===== config.mk =====
export PLATFORM = sky130hd
export DESIGN_NAME = if_stage
export DESIGN_NICKNAME = d
export VERILOG_FILES = /design/src/rtl/if_stage.sv
export SDC_FILE = /design/constraint.sdc
export NUM_CORES = 1
export LEC_CHECK = 0
export CORE_MARGIN = 4
export CORE_UTILIZATION = 48
export DETAILED_ROUTE_END_ITERATION = 16
export PLACE_DENSITY = 0.87
export SLEW_MARGIN = 20
export SYNTH_ARGS = -nofsm -noshare
export SYNTH_HDL_FRONTEND = slang
export SYNTH_SLANG_ARGS = --single-unit

===== constraint.sdc =====
create_clock -name clk -period 9.7 [get_ports clk]
set_input_delay 2.91 -clock clk [delete_from_list [all_inputs] [get_ports clk]]
set_output_delay 2.91 -clock clk [all_outputs]
set_load 0.005 [all_outputs]

===== src/rtl/if_stage.sv =====
// ----------------------------------------------------------------------------
// if_stage -- instruction fetch stage of a 5-stage MIPS-style pipeline.
//
// Holds the program counter and the IF/ID pipeline register. Fetch is a
// single cycle: imem_addr is the PC register itself, and imem_rdata (a
// combinational read) is captured into IF/ID on the same edge the PC moves on.
//
// Next-PC priority, highest first:
//   reset > ex_branch_taken > stall > pc_src (decoded in ID).
// A taken EX branch or an ID redirect (J, JR, IRQ, EXC) flushes IF/ID to a
// bubble; there are no delay slots.
//
// Parameters:
//   RESET_PC  fetch address after reset (kernel space)
//   IRQ_VEC   interrupt handler entry
//   EXC_VEC   illegal-instruction handler entry
//
// Ports:
//   clk, reset        rising-edge clock, asynchronous active-high reset
//   pc_src[2:0]       next-PC select from ID (0/1/6/7 seq, 2 J, 3 JR, 4 IRQ, 5 EXC)
//   id_jump_target    instr[25:0] of the J/JAL currently in ID
//   id_jr_target      forwarded rs for JR/JALR
//   ex_branch_taken   branch resolved taken in EX
//   ex_branch_target  branch destination from EX
//   stall             load-use hold from the hazard unit
//   imem_addr         current PC to instruction memory
//   imem_rdata        instruction memory read data
//   ifid_instr        IF/ID instruction
//   ifid_pc_plus4     IF/ID PC+4 (return address)
//   ifid_valid        IF/ID holds a real instruction
//   pc31              ifid_pc_plus4[31], kernel-mode flag for the decoder
//
// Optional build macro IF_PERF_CNT_EN adds saturating counters:
//   stall_cnt         cycles held by stall (not overridden by a branch)
//   flush_cnt         cycles in which IF/ID was flushed
// ----------------------------------------------------------------------------
module if_stage #(
  parameter logic [31:0] RESET_PC = 32'h8000_0000,
  parameter logic [31:0] IRQ_VEC  = 32'h8000_0004,
  parameter logic [31:0] EXC_VEC  = 32'h8000_0008
) (
  input  logic        clk,
  input  logic        reset,
  input  logic [2:0]  pc_src,
  input  logic [25:0] id_jump_target,
  input  logic [31:0] id_jr_target,
  input  logic        ex_branch_taken,
  input  logic [31:0] ex_branch_target,
  input  logic        stall,
  output logic [31:0] imem_addr,
  input  logic [31:0] imem_rdata,
  output logic [31:0] ifid_instr,
  output logic [31:0] ifid_pc_plus4,
  output logic        ifid_valid,
  output logic        pc31
`ifdef IF_PERF_CNT_EN
  ,
  output logic [31:0] stall_cnt,
  output logic [31:0] flush_cnt
`endif
);

  logic [31:0] pc_q, pc_d;
  logic [31:0] ifid_instr_q, ifid_instr_d;
  logic [31:0] ifid_pc_plus4_q, ifid_pc_plus4_d;
  logic        ifid_valid_q, ifid_valid_d;

  logic [2:0]  eff_src;
  logic [31:0] seq_pc;
  logic        redirect;
  logic [31:0] redirect_pc;
  logic        flush;

  always_comb begin
    // A bubble in ID carries no decoded control, so its pc_src is ignored.
    eff_src = ifid_valid_q ? pc_src : 3'd0;

    // Increment only the low 31 bits: user/kernel space (bit 31) can never
    // be crossed by falling through the end of a segment.
    seq_pc = {pc_q[31], pc_q[30:0] + 31'd4};

    redirect    = 1'b0;
    redirect_pc = seq_pc;
    case (eff_src)
      3'd2: begin
        redirect    = 1'b1;
        redirect_pc = {ifid_pc_plus4_q[31:28], id_jump_target, 2'b00};
      end
      3'd3: begin
        // User code may not JR into kernel space; bit 31 is only kept when
        // the current PC is already in kernel space.
        redirect    = 1'b1;
        redirect_pc = {pc_q[31] & id_jr_target[31], id_jr_target[30:0]};
      end
      3'd4: begin
        redirect    = 1'b1;
        redirect_pc = IRQ_VEC;
      end
      3'd5: begin
        redirect    = 1'b1;
        redirect_pc = EXC_VEC;
      end
      default: begin
        redirect    = 1'b0;
        redirect_pc = seq_pc;
      end
    endcase

    // A taken branch wins over stall; an ID redirect is held off by stall.
    flush = ex_branch_taken | (~stall & redirect);

    pc_d            = pc_q;
    ifid_instr_d    = ifid_instr_q;
    ifid_pc_plus4_d = ifid_pc_plus4_q;
    ifid_valid_d    = ifid_valid_q;

    if (ex_branch_taken) begin
      pc_d            = ex_branch_target;
      ifid_instr_d    = 32'd0;
      ifid_pc_plus4_d = seq_pc;
      ifid_valid_d    = 1'b0;
    end else if (!stall) begin
      pc_d            = redirect_pc;
      ifid_pc_plus4_d = seq_pc;
      if (redirect) begin
        ifid_instr_d = 32'd0;
        ifid_valid_d = 1'b0;
      end else begin
        ifid_instr_d = imem_rdata;
        ifid_valid_d = 1'b1;
      end
    end
  end

  always_ff @(posedge clk or posedge reset) begin
    if (reset) begin
      pc_q            <= RESET_PC;
      ifid_instr_q    <= 32'd0;
      ifid_pc_plus4_q <= 32'd0;
      ifid_valid_q    <= 1'b0;
    end else begin
      pc_q            <= pc_d;
      ifid_instr_q    <= ifid_instr_d;
      ifid_pc_plus4_q <= ifid_pc_plus4_d;
      ifid_valid_q    <= ifid_valid_d;
    end
  end

  assign imem_addr     = pc_q;
  assign ifid_instr    = ifid_instr_q;
  assign ifid_pc_plus4 = ifid_pc_plus4_q;
  assign ifid_valid    = ifid_valid_q;
  assign pc31          = ifid_pc_plus4_q[31];

`ifdef IF_PERF_CNT_EN
  logic [31:0] stall_cnt_q, stall_cnt_d;
  logic [31:0] flush_cnt_q, flush_cnt_d;

  // Both counters stick at all-ones rather than wrapping.
  always_comb begin
    stall_cnt_d = stall_cnt_q;
    flush_cnt_d = flush_cnt_q;
    if (stall && !ex_branch_taken && (stall_cnt_q != 32'hFFFF_FFFF))
      stall_cnt_d = stall_cnt_q + 32'd1;
    if (flush && (flush_cnt_q != 32'hFFFF_FFFF))
      flush_cnt_d = flush_cnt_q + 32'd1;
  end

  always_ff @(posedge clk or posedge reset) begin
    if (reset) begin
      stall_cnt_q <= 32'd0;
      flush_cnt_q <= 32'd0;
    end else begin
      stall_cnt_q <= stall_cnt_d;
      flush_cnt_q <= flush_cnt_d;
    end
  end

  assign stall_cnt = stall_cnt_q;
  assign flush_cnt = flush_cnt_q;
`else
  // flush only feeds the performance counters.
  logic unused_flush;
  assign unused_flush = flush;
`endif

endmodule


== Word level (Yosys, flattened, before mapping) ==
Cells that the tools add are included.
Word-level totals
  register bits: 97
  output and inout port bits: 98
  logic and storage cells: 28
Operators by class
  $add $sub $neg: 1
  equal/unequal tests: 5
  multiplexer cells: 13
  bitwise operators: 1
  reductions and logical operators: 3
Operators by type and width (number)
  $mux 32: 7
  $pmux 32 s4: 1
  $add 31x3->31 const B: 1
  $eq 3x2->1 const B: 2
  $eq 3x3->1 const B: 2
  $reduce_bool 5->1: 1
  $mux 1: 4
  $reduce_or 4->1: 1
  $mux 3: 1
  $ne 2x2->1 const B: 1
  $reduce_and 2->1: 1
  $and 1x1->1: 1

== Logic depth before layout (Yosys ltp) ==
Gate-level depths: netlist of run 1.
  depth in word-level cells: 7
  mapped depth: 7

== Worst setup path after synthesis of run 1 ==
OpenSTA, ideal clock, no wires.
  path kind: input -> register
  start point: in ex_branch_taken
  end point: reg pc_q[15], in the netlist imem_addr[15]
  library setup time: 0.129 ns
  data arrival time: 4.126 ns
  data required time: 9.571 ns
  path slack: 5.445 ns
  cell stages on the path: 7
  path buffers: 4
  cell sequence: clkbuf_1 > nand2b_1 > clkbuf_1 > buf_2 > buf_1 > o21ai_0 > o2bb2ai_1
Between the ends
  word-level cells in the longest chain between the ends: 1
Ends and longest elaborated chain
  start, declared: line 47  | input logic ex_branch_taken,
  $ne 2x2->1 (no line) / $mux 32 (equally long branches)
  end signal, assigned: line 142  | pc_q <= pc_d;
  end, declared: line 63  | logic [31:0] pc_q, pc_d;
Parallel ways exist; a longest one is shown, timed or not.
A chain may end at the register's enable or synchronous reset.

== Worst setup path in the final report of run 1 ==
  start point: in stall
  end point: reg pc_q[22], in the netlist imem_addr[22]
Between the ends
  word-level cells in the longest chain between the ends: 1
Ends and longest elaborated chain
  start, declared: line 49  | input logic stall,
  $ne 2x2->1 (no line)
Every way passes these cells.

==> results of run 1 <==
## power groups by stage
stage               combinational [mW]  clock, mW  sequential (mW)
floorplan                        0.154          0            0.512
global placement                 0.339          0            0.526
detailed placement               0.347          0            0.529
CTS                              0.350      0.374            0.522
global route                     0.377      0.393            0.534
finish                           0.351      0.373            0.525
## layer usage
layer / track usage (%) / vias up
met2: 46.1 / 423
met3: 5.29 / 64
met4: 13.6 / 0
met5: 0 / -
li1: - / 2872
met1: 36.2 / 3002
## worst paths after layout
kind                             startpoint           endpoint  slack (ns)  cells past startpoint
setup / recovery                      stall      imem_addr[22]        4.46                      5
hold / removal             ifid_pc_plus4[0]   ifid_pc_plus4[0]        0.47                      2
setup reg to reg               imem_addr[5]  ifid_pc_plus4[27]        7.19                      4
hold reg to reg            ifid_pc_plus4[0]   ifid_pc_plus4[0]        0.47                      2
max in group asynchronous             reset      imem_addr[17]        5.58                      3
min in group asynchronous             reset   ifid_pc_plus4[0]        2.92                      2
## cell families after synthesis
group / Yosys count
simple gates: 282
flops: 97
buf+inv: 75
compound gates: 191
mux: 28
xor+xnor: 12
fa+ha+maj: 1
## cell usage after synthesis (4+ instances only)
cell type and instances:
and2_1 5, nand3_1 23, a21oi_1 22, dfrtp_1 96
a22oi_1 4, nand3b_1 4, buf_4 4, mux2_2 6
o31ai_1 9, o22ai_1 12, nor2_1 28, clkbuf_1 34
a211oi_1 10, nor3_1 20, buf_2 15, nand2_1 133
nand4_1 15, mux2i_1 22, nor4_1 9, xnor2_1 9
a31oi_1 12, buf_1 8, inv_1 13, and3_1 7
o21ai_0 62, nor4b_1 7, nand2b_1 4, o211ai_1 18
a311oi_1 4, o21a_1 5
## cell type report
| type | instances | area (sq um) |
|---|---|---|
| tap | 143 | 179 |
| inverter | 13 | 51.3 |
| clock buffer | 9 | 225 |
| sequential | 97 | 2430 |
| fill | 877 | 3320 |
| timing repair buffer | 229 | 2270 |
| clock inverter | 7 | 85.1 |
| multi-input combinational | 514 | 3100 |
## flip-flops by register name, summed over array words and instances (netlist names)
signal	count
ifid_pc_plus4	32
ifid_valid	1
imem_addr	32
ifid_instr	32
## critical path, stage by stage
cell and delay [ns]:
clkdlybuf4s50_1 0.77, nand2b_4 0.92, o211ai_1 0.31, nor4b_1 0.38
nor3_1 0.09
==> results.toml, run 1 <==
[outcome]
status = "finished, final reports clean"

[place]
gp_congestion = 0.939
postPlaceCellArea_sq_um = 8030
portBuffers = 226
dp.cells = 996
dp_hpwl_mm = 14.6
place_ws_ns = 4.19

[synth]
avgSynthCellArea_sq_um = 8.48
synthMuxAreaShare_pct = 4.95
ys_seq_area_share_pct = 41.7
ys_ff_latch = 97
synth_nets = 816
synthCells = 686
syn-cell-area_sq_um = 5820
synth_fa_ha_area_share_pct = 0.215
ys_warn_count = 0
yosys.cell_types.count = 68
synth-simple-area-share_pct = 24.2
synth_flop_cell = "dfrtp_1"
ys_async_sr_fraction_pct = 100
yosysTopAreaCell = "dfrtp_1"
ys_top_cells_by_area = "dfrtp_1, nand2_1, o21ai_0, mux2i_1, o211ai_1"
synth_edf_count = 0
synth_xor_area_share_pct = 1.81
synth_top_family_by_area = "simple AND/OR/NAND/NOR gates"
synth_top_area_share_pct = 41.3
synth_compound_area_share_pct = 21.6

[pwr]
power_mw = 1.25
power_frac_clock_pct = 29.9
p_switching_mw = 0.389
leakagePower_nw = 3.33
switching_share_pct = 31.1
p_seq_share_pct = 42.0
p_per_area_nw_per_um2 = 150
intPower_mw = 0.861
combPwrFrac_pct = 28.1
ir_drop_mv = 0.0881

[clock_network]
cts.clk_slew.worst_paths_ns = 0.08
cts_setup_buffers = 0
cts_buffers = 9
clock_path_buffers = 2
htreeDepth = 3
clock_sinks = 97
cts_root_buf = "clkbuf_16"
tritoncts = "yes"
ctsResizeCount = 0
clk_latency_ns = 0.35
cts_hold_buf = 0

[sta]
setup-tns-final_ns = 0
rsz0062_at_grt = "no"
min_period_ns = 5.24
holdWs_ns = 0.470
setup_ws_ns = 4.46
hold_viol = 0
clock_skew_ns = 0.0116
finalCritPeriodShare_pct = 54.0
relSlewSlack_pct = 20.7
setup_viol_count_final = 0
worstMarginPinSlew_ns = 1.19
drv_slew = 0
fmax_ghz = 0.191

[final_layout]
layout_common_cells = "clkdlybuf4s50_1, nand2_1, dfrtp_1, o21ai_0, nor2_1"
n_antenna_cell = 0
stdcell_count = 1012
area_growth_pct = 43.4
final_cell_area_sq_um = 8350
fin_nets = 994
final_util_pct = 71.6
drive_above_1_share_pct = 5.06
mostFrequentLayoutCell = "clkdlybuf4s50_1"

[floorplanning]
design.die.area_sq_um = 13900
coreArea_sq_um = 11700
initial_core_util_pct = 49.9
ioPinCount = 227
die_y_um = 118
num_rows = 39
fp.dieW_um = 118

[job]
maxCapViolCount = 0

[detailed_routing]
final_antenna_net_count = 0
routed_via_density = 6.29
drtPass1Iterations = 8
dr_wl_met2_mm = 9.86
drc = 0
wl_met1_mm = 7.76
met3_length_mm = 1.91
vias = 6361
top_layer = "met4"
routed_wl_mm = 20.3
drt-initial-drc-count = 770
routedWlPerCell_um = 20.1

[grt]
grt_pass1_vias = 6212
grt_max_degree = 97
antenna_found_initial = 0
globalRouteOverflowTotal = 0
grt_usage_pct = 28.2
grt_pass1_wl_mm = 32.2

[worst_setup_path]
cp.arrival_ns = 5.45
cp-end-kind = "flip-flop"
cp.required_ns = 9.92
cp_max_fo = 96
critPathKind = "in -> reg"
crit_path_start_kind = "primary input"

[min_path]
worst_hold_path_type = "reg -> reg"
No activity file was read; power rests on OpenSTA's default activity.
==> run 2: changes to the inputs <==
Settings changed: CORE_UTILIZATION 48 to 45, PLACE_DENSITY 0.87 to 0.82.
Clock period 9.7 ns to 5.48 ns, I/O delays scaled along.
==> run 2 against run 1 <==
Against the previous run:
- sequential power up 77%
- clock power up 66%
- first-iteration DRC count down 28%
- routed wire length down 1.1%
- critical path depth unchanged
- register-to-register slack worse by 4.3 ns
- global-route usage down 1.6 points
- sequential share of layout area down 0.10 points
- sequential cell count unchanged
- critical path type unchanged
- critical endpoint is now imem_addr[21]
- highest routed layer unchanged
==> results.toml, run 2 (same netlist as run 1, synthesis figures left out) <==
[outcome]
status = "finished, final reports clean"

[sta]
min_period_ns = 3.95
rsz0062_at_grt = "no"
setup-tns-final_ns = 0
setup_viol_count_final = 0
hold_viol = 0
holdWs_ns = 0.480
worstMarginPinSlew_ns = 1.18
finalCritPeriodShare_pct = 72.0
drv_slew = 0
clock_skew_ns = 0.00476
relSlewSlack_pct = 21.6
fmax_ghz = 0.253

[pwr]
p_seq_share_pct = 42.9
p_switching_mw = 0.681
intPower_mw = 1.49
switching_share_pct = 31.4
p_per_area_nw_per_um2 = 259
ir_drop_mv = 0.148
power_frac_clock_pct = 28.6
combPwrFrac_pct = 28.5
leakagePower_nw = 3.33

[min_path]
worst_hold_path_type = "reg -> reg"
min-delay-start = "ifid_pc_plus4[6]"
whs_path_depth = 2
min_to = "ifid_pc_plus4[6]"

[worst_setup_path]
cp.required_ns = 5.70
cp_max_fo = 96
ff2ff_setup_slack_ns = 2.93
r2r-end = "imem_addr[29]"
cp.arrival_ns = 4.17
worstRegToRegCells = 4
crit_path_start_kind = "primary input"
crit-reg2reg-launch = "imem_addr[5]"
cp-end-kind = "flip-flop"
critPathKind = "in -> reg"

[detailed_routing]
vias = 6222
top_layer = "met4"
drc = 0
routed_via_density = 5.97
dr_wl_met2_mm = 10.1
met3_length_mm = 1.69
final_antenna_net_count = 0
routedWlPerCell_um = 19.3
drtPass1Iterations = 6
routed_wl_mm = 20.1
wl_met1_mm = 7.96
drt-initial-drc-count = 556

[clock_network]
htreeDepth = 3
cts.clk_slew.worst_paths_ns = 0.07
clock_path_buffers = 2
cts_root_buf = "clkbuf_16"
tritoncts = "yes"
cts_buffers = 9
clk_latency_ns = 0.34
cts_setup_buffers = 0
cts_hold_buf = 0
clock_sinks = 97
ctsResizeCount = 0

[floorplanning]
design.die.area_sq_um = 14800
initial_core_util_pct = 46.1
coreArea_sq_um = 12600
num_rows = 41
ioPinCount = 227
die_y_um = 122
fp.dieW_um = 122

[final_layout]
drive_above_1_share_pct = 5.28
fin_nets = 996
final_cell_area_sq_um = 8370
final_util_pct = 66.4
mostFrequentLayoutCell = "clkdlybuf4s50_1"
area_growth_pct = 43.9
stdcell_count = 1043
layout_common_cells = "clkdlybuf4s50_1, nand2_1, dfrtp_1, o21ai_0, nor2_1"
n_antenna_cell = 0

[grt]
antenna_found_initial = 0
grt_max_degree = 97
grt_pass1_wl_mm = 31.8
grt_usage_pct = 26.6
grt_pass1_vias = 6186
globalRouteOverflowTotal = 0

[place]
dp.cells = 1027
postPlaceCellArea_sq_um = 8080
gp_congestion = 0.917
dp_hpwl_mm = 14.6
portBuffers = 226

[job]
maxCapViolCount = 0
run 2: changes by cell type in the layout (fill, tap and decap cells not counted), sizes merged:
| cell | previous run | this run |
|---|---|---|
| buf | 5 | 7 |
| bufinv | 1 | 0 |
| clkinv | 1 | 3 |
| clkinvlp | 2 | 0 |
| clkbuf | 9 | 10 |
run 2: worst max path at each step:
stage               start       endpoint  slack, ns  cells past startpoint
floorplan           reset  ifid_instr[0]       1.30                      1
global placement    stall  imem_addr[21]       1.40                      5
detailed placement  stall  imem_addr[21]       1.25                      5
CTS                 stall  imem_addr[21]       1.59                      5
global route        stall  imem_addr[22]       1.35                      5
finish              stall  imem_addr[21]       1.53                      5
run 2: cell type report:
cell class / count / area (sq um)
clock inverters: 6 / 48.8
fillers: 1065 / 4250
flip-flops and latches: 97 / 2430
repair buffers: 231 / 2290
inverters: 13 / 51.3
clock buffers: 10 / 239
well taps: 172 / 215
multi-input cells: 514 / 3100
run 2: power by group through the flow:
stage	sequential, mW	clock, mW	combinational (mW)
final	0.930	0.621	0.620
after global routing	0.946	0.656	0.671
after floorplan	0.906	0	0.273
after global placement	0.934	0	0.602
after detailed placement	0.938	0	0.616
after CTS	0.926	0.624	0.620
run 2: per-layer routing:
metal	global-route usage, %	vias to the layer above
met2	44.6	330
met5	0	-
li1	-	2869
met3	4.64	33
met1	35.0	2990
met4	8.82	0
run 2: worst max-delay path: stages:
cell and delay, ns:
clkdlybuf4s50_1 0.75, nand2b_4 0.91, o211ai_1 0.30, nor4b_1 0.40, nor3_1 0.10
run 2: stage by stage:
stage               worst slack, ns  power, mW
floorplan                      1.30       1.18
global placement               1.40       1.54
detailed placement             1.25       1.55
CTS                            1.59       2.17
global route                   1.35       2.27
finish                         1.53       2.17
==> run 3: changes to the inputs <==
Clock period 5.48 ns to 3.8 ns, I/O delays scaled along.
==> run 3 against run 2 <==
Against the previous run:
- register-to-register slack got worse by 1.6 ns
- count of clock-buffer cells in the layout shrank 1
- clock power increased by 63%
- critical path depth unchanged
- sequential share of layout area shrank 0.35 points
- critical path type unchanged
- largest power group unchanged
- highest routed layer unchanged
==> results.toml, run 3 (same netlist as run 1, synthesis figures left out) <==
[detailed_routing]
drtPass1Iterations = 5
routedWlPerCell_um = 19.6
routed_wl_mm = 20.6
final_antenna_net_count = 0
routed_via_density = 5.98
vias = 6269
drt-initial-drc-count = 570
drc = 0

[clock_network]
cts_root_buf = "clkbuf_16"
htreeDepth = 3
cts_buffers = 9
ctsResizeCount = 0
clock_sinks = 97
cts_hold_buf = 0
cts_setup_buffers = 0
clk_latency_ns = 0.35
tritoncts = "yes"
clock_path_buffers = 2
cts.clk_slew.worst_paths_ns = 0.07

[floorplanning]
num_rows = 41
coreArea_sq_um = 12600
design.die.area_sq_um = 14800
fp.dieW_um = 122
ioPinCount = 227
initial_core_util_pct = 46.1
die_y_um = 122

[pwr]
p_per_area_nw_per_um2 = 384
leakagePower_nw = 3.37
ir_drop_mv = 0.218

[final_layout]
fin_nets = 1001
stdcell_count = 1048
area_growth_pct = 45.6
mostFrequentLayoutCell = "clkdlybuf4s50_1"
drive_above_1_share_pct = 5.82
n_antenna_cell = 0
final_cell_area_sq_um = 8480
fillers = 1041
layout_common_cells = "clkdlybuf4s50_1, nand2_1, dfrtp_1, o21ai_0, nor2_1"

[grt]
grt_pass1_vias = 6108
grt_max_degree = 57
antenna_found_initial = 0
globalRouteOverflowTotal = 0
grt_pass1_wl_mm = 32.1
grt_usage_pct = 27.1

[worst_setup_path]
cp.arrival_ns = 3.48
cp_max_fo = 20
cp_slowest_cell = "a21oi_2"
worstPathCellList = "clkdlybuf4s50_1 > xor2_1 > a21oi_2 > o221ai_1 > a21oi_1"
cp.required_ns = 4.08
max_stage_delay_ns = 0.90
crit_path_start_kind = "primary input"
critPathKind = "in -> reg"
cp-end-kind = "flip-flop"

[sta]
rsz0062_at_grt = "no"
hold_viol = 0
setup-tns-final_ns = 0
fmax_ghz = 0.312
min_period_ns = 3.20
clock_skew_ns = 0.00724
finalCritPeriodShare_pct = 84.3
relSlewSlack_pct = 24.3
worstMarginPinSlew_ns = 1.14
drv_slew = 0
setup_viol_count_final = 0

[place]
gp_congestion = 0.898
postPlaceCellArea_sq_um = 8140
portBuffers = 226
dp.cells = 1032
dp_hpwl_mm = 15.0

[min_path]
worst_hold_path_type = "reg -> reg"

[job]
maxCapViolCount = 0

[outcome]
status = "finished, final reports clean"
[run 3: layout make-up]
cell class	count	area (sq um)	area share, %
Timing Repair Buffer	236	2350	27.8
Clock buffer	9	225	2.66
Sequential cell	97	2430	28.7
Inverter	13	51.3	0.605
Multi-Input combinational cell	514	3100	36.6
Tap cell	172	215	2.54
Clock inverter	7	101	1.20
[run 3: final timing paths]
path | start | to | slack (ns) | cells past startpoint
setup reg to reg | imem_addr[5] | ifid_pc_plus4[29] | 1.31 | 4
setup / recovery | pc_src[2] | imem_addr[13] | 0.60 | 5
hold reg to reg | ifid_pc_plus4[9] | ifid_pc_plus4[9] | 0.48 | 2
max in group asynchronous | reset | imem_addr[12] | 1.88 | 3
hold / removal | ifid_pc_plus4[9] | ifid_pc_plus4[9] | 0.48 | 2
min in group asynchronous | reset | ifid_pc_plus4[0] | 1.23 | 2
[run 3: critical path: cells and delay by family]
family | cells | cell delay [ns]
buf+inv | 1 | 0.71
xor+xnor | 1 | 0.25
compound gates | 3 | 1.37
[run 3: metrics by stage]
step | utilization, % | worst slack [ns] | hold WS (ns) | total power [mW]
after global placement | 64.5 | 0.356 | 0.456 | 2.22
final | 67.2 | 0.598 | 0.477 | 3.25
after global routing | 67.2 | 0.503 | 0.502 | 3.39
after CTS | 67.1 | 0.645 | 0.486 | 3.25
after detailed placement | 64.5 | 0.307 | 0.469 | 2.25
after floorplan | - | 0.128 | 0.463 | 1.70
[run 3: layer usage]
metal  track usage [%]  vias to the layer above  routed length, um
met1              35.8                     3019               8180
met5                 0                        -                  0
met4              7.84                        0                494
li1                  -                     2882                  -
met3              4.78                       45               1760
met2              45.8                      323              10100
[run 3: power breakdown]
group / switching, mW / total [mW] / internal, mW
logic: 0.389 / 0.903 / 0.514
registers: 0.172 / 1.34 / 1.17
clock network: 0.429 / 1.01 / 0.583
